--- src/rtl/seg7_scan_driver.sv ---
// Time-multiplexed 7-segment driver: NUM_DIGITS BCD digits share one segment bus,
// with registered loading, leading-zero blanking, blink and a frame-wrap pulse.
module seg7_scan_driver #(
  parameter int NUM_DIGITS = 3,
  parameter int SCAN_DIV   = 4,
  parameter int BLINK_DIV  = 16
) (
  input  logic                    clk,
  input  logic                    reset,
  input  logic [4*NUM_DIGITS-1:0] digits_in,
  input  logic                    load,
  input  logic                    blank_lz,
  input  logic                    blink_en,
  output logic [0:6]              segs,
  output logic [NUM_DIGITS-1:0]   an,
  output logic                    frame
);

  localparam int IW = (NUM_DIGITS > 1) ? $clog2(NUM_DIGITS) : 1;
  localparam int DW = (SCAN_DIV > 1) ? $clog2(SCAN_DIV) : 1;
  localparam int BW = (BLINK_DIV > 1) ? $clog2(BLINK_DIV) : 1;
  localparam logic [IW-1:0] IDX_LAST   = IW'(NUM_DIGITS - 1);
  localparam logic [DW-1:0] DIV_LAST   = DW'(SCAN_DIV - 1);
  localparam logic [BW-1:0] BLINK_LAST = BW'(BLINK_DIV - 1);

  logic [4*NUM_DIGITS-1:0] disp;
  logic [DW-1:0]           div_cnt;
  logic [IW-1:0]           idx;
  logic [BW-1:0]           blink_cnt;
  logic                    phase;
  logic                    wrap_d;

  logic [3:0]              cur_digit;
  logic [NUM_DIGITS-1:0]   upper_zero;
  logic [0:6]              next_segs;
  logic [NUM_DIGITS-1:0]   next_an;

  function automatic logic [0:6] decode(input logic [3:0] d);
    case (d)
      4'd0:    decode = 7'b1111110;
      4'd1:    decode = 7'b0110000;
      4'd2:    decode = 7'b1101101;
      4'd3:    decode = 7'b1111001;
      4'd4:    decode = 7'b0110011;
      4'd5:    decode = 7'b1011011;
      4'd6:    decode = 7'b1011111;
      4'd7:    decode = 7'b1110000;
      4'd8:    decode = 7'b1111111;
      4'd9:    decode = 7'b1111011;
      default: decode = 7'b0000000;
    endcase
  endfunction

  // upper_zero[i] is set when digit i and every digit above it are zero.
  always_comb begin
    upper_zero = '0;
    upper_zero[NUM_DIGITS-1] = (disp[4*NUM_DIGITS-1 -: 4] == 4'd0);
    for (int i = NUM_DIGITS - 2; i >= 0; i--) begin
      upper_zero[i] = upper_zero[i+1] && (disp[4*i +: 4] == 4'd0);
    end
  end

  always_comb begin
    cur_digit = disp[4*int'(idx) +: 4];
    next_an = '0;
    next_an[idx] = 1'b1;
    if (blink_en && phase) begin
      next_segs = 7'b0000000;
    end else if (blank_lz && (idx != '0) && upper_zero[idx]) begin
      next_segs = 7'b0000000;
    end else begin
      next_segs = decode(cur_digit);
    end
  end

  // wrap_d marks the edge where idx wraps; an follows one cycle later, so frame does too.
  always_ff @(posedge clk) begin
    if (reset) begin
      disp      <= '0;
      div_cnt   <= '0;
      idx       <= '0;
      blink_cnt <= '0;
      phase     <= 1'b0;
      wrap_d    <= 1'b0;
      segs      <= '0;
      an        <= '0;
      frame     <= 1'b0;
    end else begin
      if (load) begin
        disp <= digits_in;
      end

      if (div_cnt == DIV_LAST) begin
        div_cnt <= '0;
        idx     <= (idx == IDX_LAST) ? '0 : idx + 1'b1;
      end else begin
        div_cnt <= div_cnt + 1'b1;
      end

      if (blink_cnt == BLINK_LAST) begin
        blink_cnt <= '0;
        phase     <= ~phase;
      end else begin
        blink_cnt <= blink_cnt + 1'b1;
      end

      wrap_d <= (div_cnt == DIV_LAST) && (idx == IDX_LAST);
      an     <= next_an;
      segs   <= next_segs;
      frame  <= wrap_d;
    end
  end

endmodule

--- config.mk ---
export PLATFORM = sky130hd
export DESIGN_NAME = seg7_scan_driver
export DESIGN_NICKNAME = d
export VERILOG_FILES = /design/src/rtl/seg7_scan_driver.sv
export SDC_FILE = /design/constraint.sdc
export NUM_CORES = 1
export LEC_CHECK = 0
export ABC_AREA = 1
export BUFFER_PORTS_ARGS = -buffer_cell sky130_fd_sc_hd__clkbuf_2
export CAP_MARGIN = 5
export CELL_PAD_IN_SITES_DETAIL_PLACEMENT = 2
export CELL_PAD_IN_SITES_GLOBAL_PLACEMENT = 2
export CORE_UTILIZATION = 34
export CTS_BUF_LIST = sky130_fd_sc_hd__clkbuf_8
export CTS_CLUSTER_SIZE = 12
export DETAILED_ROUTE_END_ITERATION = 12
export GPL_TIMING_DRIVEN = 0
export PLACE_DENSITY = 0.89
export SYNTH_ARGS = -nofsm -noshare
export SYNTH_HDL_FRONTEND = slang
export SYNTH_SLANG_ARGS = --single-unit
--- constraint.sdc ---
create_clock -name clk -period 4.9 [get_ports clk]
set_clock_uncertainty 0.05 [all_clocks]
set_input_delay 0.245 -clock clk [delete_from_list [all_inputs] [get_ports clk]]
set_output_delay 0.245 -clock clk [all_outputs]
set_load 0.05 [all_outputs]
== After elaboration in Yosys (flattened, before gate mapping) ==
Memory sizes are Yosys's and may differ from the RTL's. A register that Yosys moved wholly into a read port is not among the register bits.
Cells that the tools add are included.
Cells by class
  reductions and logical operators: 14
  equality and inequality tests: 3
  shifts and indexed selects: 1
  bitwise operators: 1
  multiplexer cells: 5
  $lt $le $gt $ge: 2
  $add $sub $neg: 3
Operators by type and width (count)
  $logic_not A4 Y1: 3
  $shiftx A12 B5 Y4: 1
  $logic_and A1 B1 Y1: 7
  $add A2 B1 Y2 const B: 2
  $add A4 B1 Y4 const B: 1
  $eq A2 B2 Y1 const B: 2
  $eq A4 B4 Y1 const B: 1
  $reduce_or A2 Y1: 2
  $lt A2 B3 Y1 const B: 1
  $reduce_or A3 Y1: 1
  $bmux W1 S2: 1
  $demux W1 S2: 1
  $ge A2 B1 Y1 const B: 1
  $mux W1: 2
  $mux W2: 1
  $reduce_bool A2 Y1: 1
  $not A1 Y1: 1
Storage, ports and cells
  input bits: 17
  output and inout port bits: 11
  register bits after elaboration: 26
  ROM bits: 112
  memories kept: 1
  logic and storage cells: 38
Memory list
  (name not given): depth 16, bits a word 7, read ports 1, clocked after Yosys merged registers in 1, wr ports 0, RTL line 39  | case (d)

== Longest topological paths before layout ==
Gate-level depths: netlist of the first run.
  depth after elaboration: 7
  depth in mapped cells: 10
  gate-level depth less buffers: 10

== Worst setup path after synthesis of the first run ==
OpenSTA, ideal clock, no wires.
  path kind: reg2reg
  start: reg idx[0]
  end: reg segs[3] (netlist bit)
  library setup time: 0.113 ns
  path slack: 3.128 ns
  period minus slack after synthesis: 1.772 ns
  arrival time: 1.609 ns
  required time: 4.737 ns
  buffers on the path: 0
  stages on the path, launching flop included: 10
  cell sequence: dfxtp_1 > inv_2 > nand2_2 > nor2_1 > a221oi_1 > ha_1 > nand2_1 > inv_1 > nor2_1 > nor2_1
Between the ends
  cells in the longest elaborated chain, start to end: 4
  elaborated cells between the ends (all ways): 7
  those cells by class: 1 x shift; 2 x mux; 4 x reduce/logical
RTL lines
  from (decl): RTL line 28  | logic [IW-1:0] idx;
  from (signal assigned): RTL line 95  | idx <= (idx == IDX_LAST) ? '0 : idx + 1'b1;
  $bmux W1 S2 or $reduce_bool A2 Y1 (tied branches): RTL line 69  | end else if (blank_lz && (idx != '0) && upper_zero[idx]) begin
  $mux W1 (implied by the code) or $logic_and A1 B1 Y1 (tied branches): RTL line 69
  $logic_and A1 B1 Y1: RTL line 69
  $reduce_or A3 Y1 (no source line)
  to (decl): RTL line 14  | output logic [0:6] segs,
Several ways; a longest one is shown, not always the timed one. The select of a mux whose other input is x is not followed.
A chain may end at the register's enable or synchronous reset.

== Worst setup path in the final report of the first run ==
  start: reg idx[0]
  end: reg segs[0] (netlist bit)
The elaborated chain is that of the path after synthesis.

==> run_results.csv, run 1 <==
group,metric,value,unit
place,dpl.hpwl,3010,um
global_route,grt_pass1_vias,1461,
timing,finalSetupViolations,0,
final_layout,fill_cells,450,
critical_path,cp_max_fo,7,
floorplan,die_y,65.8,um
critical_path,cp.arrival,2.48,ns
critical_path,critPathMaxStageDelay,0.58,ns
clock_tree,cts_buffers,5,
timing,max_freq,0.436,GHz
floorplan,fp.dieW,65.8,um
timing,rsz0062_at_grt,"false",
clock_tree,cts_buffer_depth,2,
final_layout,syn2layout_area_growth,22.5,%
routing,first_pass_iters,4,
timing,period_needed,2.30,ns
synthesis,avgSynthCellArea,7.91,sq um
routing,drc_errors,0,
power_and_ir_drop,vdd_ir_drop_max,0.158,mV
place,io_buffers,27,
worst_hold_path,hold_class,"in -> reg",
global_route,grt.total_usage,22.8,%
floorplan,die-area,0.00433,sq mm
floorplan,io_pins,28,
floorplan,start_util,36.7,%
timing,tightest_slew,0.713,ns
critical_path,crit_slowest_cell,"a221oi_1",
routing,drt_iter0_drc,16,
final_layout,nets,234,
flow_run,maxCapViolCount,0,
routing,wl_per_cell,16.3,um
clock_tree,clk_pin_slew,0.07,ns
power_and_ir_drop,p_per_area,420,mW/mm^2
synthesis,ys_seq_elements,33,
timing,slew_headroom,52.4,%
critical_path,timing.critical_path.mode_cell,"nor2_1",
final_layout,drive_above_1_share,23.8,%
routing,ant_nets,0,
power_and_ir_drop,power_frac_comb,19.5,%
critical_path,crit_required,5.08,ns
final_layout,diodes,0,
clock_tree,root_buffer,"clkbuf_8",
power_and_ir_drop,pwr-share-seq,42.8,%
power_and_ir_drop,p_leak,0.000851,uW
timing,post-route-period-util,46.8,%
final_layout,final_cell_mix,"33 x nor2_1, 33 x dfxtp_1, 27 x clkbuf_2, 21 x inv_1, 20 x nand2_1",
clock_tree,cts_setup_buffers,0,
synthesis,syn_inst,175,
clock_tree,postCtsHoldBufs,0,
power_and_ir_drop,clockPowerShare,37.8,%
clock_tree,cts_resized,0,
synthesis,synthesis.area,0.00138,sq mm
status,outcome,"finished, final reports clean",
final_layout,final_cell_area,0.00170,sq mm
synthesis,yosysWarnings,0,
place,placed_area,0.00158,sq mm
routing,wl,4200,um
critical_path,path_class,"reg -> reg",
critical_path,start_kind,"flop",
place,gp_congestion,0.756,
floorplan,core,0.00377,sq mm
clock_tree,clk_latency,0.29,ns
critical_path,path_cells,"inv_2, nand2_2, nor2_1, a221oi_1, inv_1, ha_1, o21ai_1, nor2_1, nor2_1",
power_and_ir_drop,switching_share,30.7,%
critical_path,cp-end-kind,"flop",
timing,finalMaxSlewViolations,0,
timing,final.setup.tns,0,ns
clock_tree,ctsHtreeMaxLevel,2,
clock_tree,clock-sinks,33,
clock_tree,cts_tree,"yes",
power_and_ir_drop,p_int,493,uW
routing,dr_total_vias,1271,
routing,viasPerCell,4.93,
synthesis,synth_nets,200,
global_route,overflow,0,
power_and_ir_drop,p_switching,219,uW
timing,hold_viol,0,
global_route,grt_first_pass_wirelength,7060,um
floorplan,num_rows,22,
global_route,antenna_found_initial,0,
synthesis,synth_cell_type_count,21,
global_route,grt_max_degree,11,
synthesis,yosysSeqAreaShare,47.7,%
-- power groups by stage --
stage	Clock, uW	Combinational [uW]	Sequential [uW]
floorplan	0	61.3	344
global placement	0	127	308
detailed placement	0	137	310
CTS	272	141	305
global route	284	153	307
finish	269	139	304
-- final timing paths --
| kind | from | end | slack (ns) | cells after the start |
|---|---|---|---|---|
| max | idx[0] | segs[0] | 2.60 | 9 |
| min reg2reg | wrap_d | frame | 0.35 | 2 |
| min | digits_in[11] | disp[11] | 0.13 | 3 |
| max reg2reg | idx[0] | segs[0] | 2.60 | 9 |
-- kinds of logic (layout without fill, tap and decap cells) --
group,after synthesis,in the layout,share of synthesized area (%)
flip-flops,33,33,47.7
adder cells (fa/ha/maj),8,8,7.23
AO/OA/AOI/OAI,30,30,11.3
XOR/XNOR,2,2,1.27
buffers and inverters,26,61,7.05
AND/OR/NAND/NOR,76,76,25.4
-- layout make-up --
| cell class | instances | area, sq um | area share, % |
|---|---|---|---|
| Sequential cell | 33 | 661 | 39.0 |
| Multi-Input combinational cell | 116 | 626 | 36.9 |
| Timing Repair Buffer | 27 | 135 | 7.97 |
| Inverter | 24 | 90.1 | 5.31 |
| Clock buffer | 6 | 82.6 | 4.87 |
| Tap cell | 48 | 60.1 | 3.54 |
| Clock inverter | 2 | 33.8 | 1.99 |
| Buffer | 2 | 7.51 | 0.443 |
-- through the flow --
stage	instances	hold slack [ns]	total power [uW]	util [%]	setup slack [ns]
6_report	258	0.131	712	45.0	2.60
5_1_grt	258	0.164	744	45.0	2.36
4_1_cts	258	0.129	719	45.0	2.51
3_5_place_dp	250	0.347	447	41.9	2.68
3_3_place_gp	250	0.347	435	41.9	2.83
2_1_floorplan	175	0.266	405	-	3.13
-- state kept, by name, summed over array words and instances, names as in the netlist, 2 cells and up --
| name | cells |
|---|---|
| disp | 12 |
| idx | 2 |
| an | 3 |
| div_cnt | 2 |
| blink_cnt | 4 |
| segs | 7 |
-- cells in the mapped netlist --
cell	number	share of area (%)
a21oi_1	12	4.3
a221oi_1	1	0.63
a22oi_1	1	0.54
clkbuf_1	2	0.54
dfxtp_1	33	48
ha_1	8	7.2
inv_1	20	5.4
inv_2	4	1.1
nand2_1	20	5.4
nand2_2	4	1.8
nand3_1	9	3.3
nand3_2	3	2.2
nand4_1	1	0.45
nor2_1	33	9.0
nor2_2	3	1.4
nor2_4	2	1.6
nor3_1	1	0.36
o21ai_0	15	5.4
o21ai_1	1	0.36
xnor2_1	1	0.63
xor2_1	1	0.63
-- worst max-delay path, delay by kind of cell (launching register included) --
family / cells / cell delay [ns]
AO/OA/AOI/OAI: 2 / 0.76
adder cells (fa/ha/maj): 1 / 0.23
buffers and inverters: 2 / 0.34
flip-flops: 1 / 0.48
AND/OR/NAND/NOR: 4 / 0.38
-- per-layer routing --
metal	wire (um)	up-vias	global-route usage, %
met4	101	0	10.6
li1	-	620	-
met2	2160	30	40.9
met1	1770	610	24.7
met5	0	-	0
met3	158	11	6.03
Power figures use the tool's default switching activity.
==> run 2, diff against run 1 <==
CORE_UTILIZATION = 32   (was 34)
PLACE_DENSITY = 0.84   (was 0.89)
clock period = 2.3 ns   (was 4.9 ns; I/O delays follow)
==> run_results.csv, run 2 (synthesis gave the netlist of run 1 again) <==
group,metric,value,unit
status,outcome,"finished, final reports clean",
final_layout,reg_top3,"disp (12), segs (7), blink_cnt (4)",
critical_path,cp.arrival,2.13,ns
routing,drc_errors,0,
routing,dr_total_vias,1253,
routing,wl,3650,um
clock_tree,cts_buffer_depth,2,
global_route,overflow,0,
power_and_ir_drop,p_int,936,uW
floorplan,core,0.00409,sq mm
timing,final.setup.tns,0,ns
worst_hold_path,hp-start,"digits_in[11]",
final_layout,final_cell_mix,"33 x nor2_1, 33 x dfxtp_1, 27 x clkbuf_2, 21 x inv_1, 20 x nand2_1",
clock_tree,postCtsHoldBufs,0,
routing,viasPerCell,4.84,
critical_path,crit_slowest_cell,"dfxtp_1",
place,dpl.hpwl,2960,um
power_and_ir_drop,vdd_ir_drop_max,0.313,mV
final_layout,drive_above_1_share,23.9,%
global_route,grt_max_degree,11,
routing,drt_iter0_drc,53,
floorplan,die_y,67.8,um
flow_run,maxCapViolCount,0,
floorplan,num_rows,23,
power_and_ir_drop,clockPowerShare,31.6,%
clock_tree,cts_buffers,5,
timing,finalMaxSlewViolations,0,
clock_tree,clk_pin_slew,0.06,ns
floorplan,fp.dieW,67.8,um
routing,first_pass_iters,4,
power_and_ir_drop,p_switching,431,uW
timing,rsz0062_at_grt,"false",
place,gp_congestion,0.777,
timing,finalSetupViolations,0,
timing,tightest_slew,0.455,ns
place,placed_area,0.00158,sq mm
timing,slew_headroom,69.7,%
final_layout,largest_reg_flops,12,
final_layout,final_cell_area,0.00167,sq mm
final_layout,syn2layout_area_growth,21.0,%
clock_tree,clock-sinks,33,
routing,ant_nets,0,
global_route,grt_first_pass_wirelength,6130,um
critical_path,cp-startpoint,"idx[0]",
clock_tree,root_buffer,"clkbuf_8",
worst_hold_path,hold_class,"in -> reg",
floorplan,start_util,33.9,%
final_layout,regMostFlops,"disp",
timing,max_freq,0.509,GHz
final_layout,nets,234,
critical_path,cp-end-kind,"flop",
power_and_ir_drop,power_frac_comb,21.0,%
power_and_ir_drop,p_leak,0.000838,uW
timing,worst_slack,0.334,ns
clock_tree,cts_tree,"yes",
timing,hold_viol,0,
critical_path,crit_required,2.47,ns
critical_path,cp_max_fo,7,
place,io_buffers,27,
final_layout,diodes,0,
routing,wl_per_cell,14.1,um
timing,whs,0.0111,ns
floorplan,io_pins,28,
timing,period_needed,1.97,ns
power_and_ir_drop,p_per_area,817,mW/mm^2
critical_path,critPathMaxStageDelay,0.46,ns
clock_tree,clk_latency,0.28,ns
floorplan,die-area,0.00459,sq mm
place,dp_slack,0.0814,ns
global_route,grt.total_usage,18.5,%
global_route,grt_pass1_vias,1363,
timing,post-route-period-util,85.5,%
critical_path,path_class,"reg -> reg",
critical_path,path_cells,"inv_2, nand2_2, nor2_1, a221oi_2, inv_1, ha_1, o21ai_1, nor2_1, nor2_1",
clock_tree,ctsHtreeMaxLevel,2,
critical_path,timing.critical_path.mode_cell,"nor2_1",
power_and_ir_drop,switching_share,31.5,%
critical_path,rr_startpoint,"idx[0]",
critical_path,start_kind,"flop",
global_route,antenna_found_initial,0,
power_and_ir_drop,pwr-share-seq,47.4,%
## run 2: cell count changes in the layout (fill, tap and decap cells not counted), sizes merged
| cell | before | now |
|---|---|---|
| bufinv | 1 | 0 |
## run 2: final timing paths
check        endpoint  slack (ns)  cells past startpoint
max           segs[3]        0.33                      9
min          disp[11]        0.01                      3
max reg2reg   segs[3]        0.33                      9
min reg2reg     frame        0.36                      2
## run 2: critical path, delay by kind of cell, from the launching register on
family / cells / cell delay, ns
and+or+nand+nor: 4 / 0.36
AOI/OAI and AO/OA: 2 / 0.56
DFF: 1 / 0.46
buffers and inverters: 2 / 0.26
adders and majority gates: 1 / 0.21
## run 2: layout make-up
cell class | count | area [sq um]
buffer | 2 | 7.51
clock buffer | 6 | 82.6
clock inverter | 1 | 3.75
fill | 497 | 2410
inverter | 24 | 90.1
multi-input combinational | 116 | 632
sequential | 33 | 661
tap | 50 | 62.6
timing repair buffer | 27 | 135
## run 2: power by group through the flow
| stage | Clock (uW) | Combinational, uW | Sequential, uW |
|---|---|---|---|
| 3_5_place_dp | 0 | 289 | 661 |
| 3_3_place_gp | 0 | 271 | 656 |
| 4_1_cts | 445 | 291 | 649 |
| 2_1_floorplan | 0 | 131 | 732 |
| 5_1_grt | 463 | 323 | 654 |
| 6_report | 432 | 287 | 648 |
## run 2: timing repair
item,4_1_cts,5_1_grt
setup endpoints to repair,0,3
buffers inserted,0,0
gates resized for setup,0,1
## run 2: per-layer routing
layer | up-vias | track usage (%) | wire length [um]
met5 | - | 0 | 0
met4 | 0 | 7.18 | 56
met3 | 6 | 4.56 | 137
met2 | 26 | 34.9 | 1960
met1 | 600 | 19.4 | 1500
li1 | 621 | - | -
## run 2: per-stage QoR
stage                     total power, uW  std cells  util (%)
after floorplan                       863        175         -
after global placement                926        252      38.7
after detailed placement              950        252      38.7
after CTS                            1390        259      40.8
after global routing                 1440        259      41.0
final                                1370        259      41.0
==> run 3, diff against run 2 <==
RECOVER_POWER = 100   (was not set)
==> run_results.csv, run 3 (synthesis gave the netlist of run 1 again) <==
group,metric,value,unit
floorplan,core,0.00409,sq mm
critical_path,path_class,"reg -> reg",
clock_tree,root_buffer,"clkbuf_8",
timing,finalMaxSlewViolations,0,
place,dpl.hpwl,2960,um
final_layout,final_cells,259,
timing,tightest_slew,0.613,ns
critical_path,setup.worst_path.end,"segs[0]",
final_layout,nets,234,
routing,first_pass_iters,4,
timing,max_freq,0.496,GHz
routing,wl,3670,um
place,dpl.cell_count,252,
timing,rsz0062_at_grt,"false",
critical_path,cp-startpoint,"idx[0]",
critical_path,start_kind,"flop",
clock_tree,clock-sinks,33,
clock_tree,cts_buffer_depth,2,
routing,wl_per_cell,14.2,um
critical_path,ff2ff_path_depth,9,
clock_tree,ctsHtreeMaxLevel,2,
critical_path,timing.rr.end,"segs[0]",
critical_path,cp-end-kind,"flop",
final_layout,regMostFlops,"disp",
critical_path,crit_required,2.47,ns
power_and_ir_drop,vdd_ir_drop_max,0.313,mV
timing,hold_viol,0,
clock_tree,clk_pin_slew,0.06,ns
final_layout,reg_top3,"disp (12), segs (7), blink_cnt (4)",
routing,viasPerCell,4.84,
floorplan,io_pins,28,
routing,drt_iter0_drc,53,
final_layout,fill_cells,504,
floorplan,die-area,0.00459,sq mm
clock_tree,postCtsHoldBufs,0,
place,dp_slack,0.0814,ns
timing,finalSetupViolations,0,
global_route,grtUsageMet2,34.9,%
critical_path,rr_startpoint,"idx[0]",
clock_tree,clk_latency,0.28,ns
final_layout,drive_above_1_share,16.3,%
timing,post-route-period-util,87.7,%
global_route,grt.total_usage,18.5,%
clock_tree,cts_buffers,5,
routing,drc_errors,0,
timing,final.setup.tns,0,ns
global_route,busiest_layer,"met2",
floorplan,fp.dieW,67.8,um
floorplan,start_util,33.9,%
place,io_buffers,27,
final_layout,seqCellArea,661,sq um
worst_hold_path,whs_path_depth,3,
worst_hold_path,hold_class,"in -> reg",
routing,ant_nets,0,
timing,period_needed,2.02,ns
power_and_ir_drop,p_leak,0.000797,uW
status,outcome,"finished, final reports clean",
final_layout,final_common_cell,"nor2_1",
global_route,overflow,0,
clock_tree,cts_tree,"yes",
floorplan,num_rows,23,
timing,whs,0.0111,ns
final_layout,largest_reg_flops,12,
global_route,antenna_found_initial,0,
critical_path,cp_max_fo,7,
timing,worst_slack,0.284,ns
final_layout,diodes,0,
place,gp_congestion,0.777,
timing,slew_headroom,59.3,%
critical_path,reg2reg_slack,0.28,ns
global_route,grt_max_degree,11,
global_route,grt_first_pass_wirelength,6130,um
global_route,grt_pass1_vias,1363,
floorplan,die_y,67.8,um
power_and_ir_drop,p_per_area,823,mW/mm^2
routing,dr_total_vias,1254,
critical_path,cp.arrival,2.18,ns
final_layout,multi_input_area,627,sq um
final_layout,syn2layout_area_growth,19.4,%
global_route,grt_util_met3,4.56,%
final_layout,final_cell_mix,"34 x nor2_1, 33 x dfxtp_1, 22 x inv_1, 21 x nand2_1",
global_route,grt_util_met1,19.4,%
flow_run,maxCapViolCount,0,
[run 3: cell count changes in the layout (fill, tap and decap cells not counted)]
cell and delta:
clkbuf_2 -13, nor2_2 -1, clkbuf_1 +13, inv_1 +1
nor2_1 +1, nand2_2 -1, inv_2 -1, nand2_1 +1
[run 3: final cells by class]
type	count	area share (%)
Buffer	2	0.454
Clock buffer	6	5.00
Clock inverter	1	0.227
Inverter	24	5.45
Multi-Input combinational cell	116	37.9
Sequential cell	33	40.0
Tap cell	50	3.79
Timing Repair Buffer	27	7.19
[run 3: how the worst min path moves through the flow]
stage,to,start,slack (ns)
detailed placement,disp[11],digits_in[11],0.30
global route,disp[6],digits_in[6],0.02
floorplan,frame,reset,0.14
CTS,disp[6],digits_in[6],0.008
finish,disp[6],digits_in[6],0.01
global placement,disp[11],digits_in[11],0.29
[run 3: power by group]
group,internal (uW),switching [uW],total [uW]
clock network,233,199,432
logic,75.6,205,280
registers,621,27.0,648
[run 3: stage by stage]
| stage | util, % | power, uW | cell area [sq um] |
|---|---|---|---|
| after floorplan | - | 863 | 1380 |
| after global placement | 38.7 | 926 | 1580 |
| after detailed placement | 38.7 | 950 | 1580 |
| after CTS | 40.8 | 1390 | 1670 |
| after global routing | 40.4 | 1430 | 1650 |
| final | 40.4 | 1360 | 1650 |
[run 3: repair_timing]
action                                  in CTS  in global routing
resized for setup                            0                  1
endpoints found under the setup margin       0                  3
buffers inserted                             0                  0
[run 3: per-layer routing]
metal	wire, um	vias to the layer above
met1	1510	600
met3	145	6
met4	56	0
met5	0	-
met2	1960	28
li1	-	620
[run 3: worst max-delay path, cell delays in order, from the launching register on]
cell,delay [ns]
dfxtp_1,0.46
inv_2,0.12
nand2_1,0.18
nor2_1,0.07
a221oi_2,0.37
inv_1,0.13
ha_1,0.21
o21ai_1,0.19
nor2_1,0.06
nor2_1,0.11
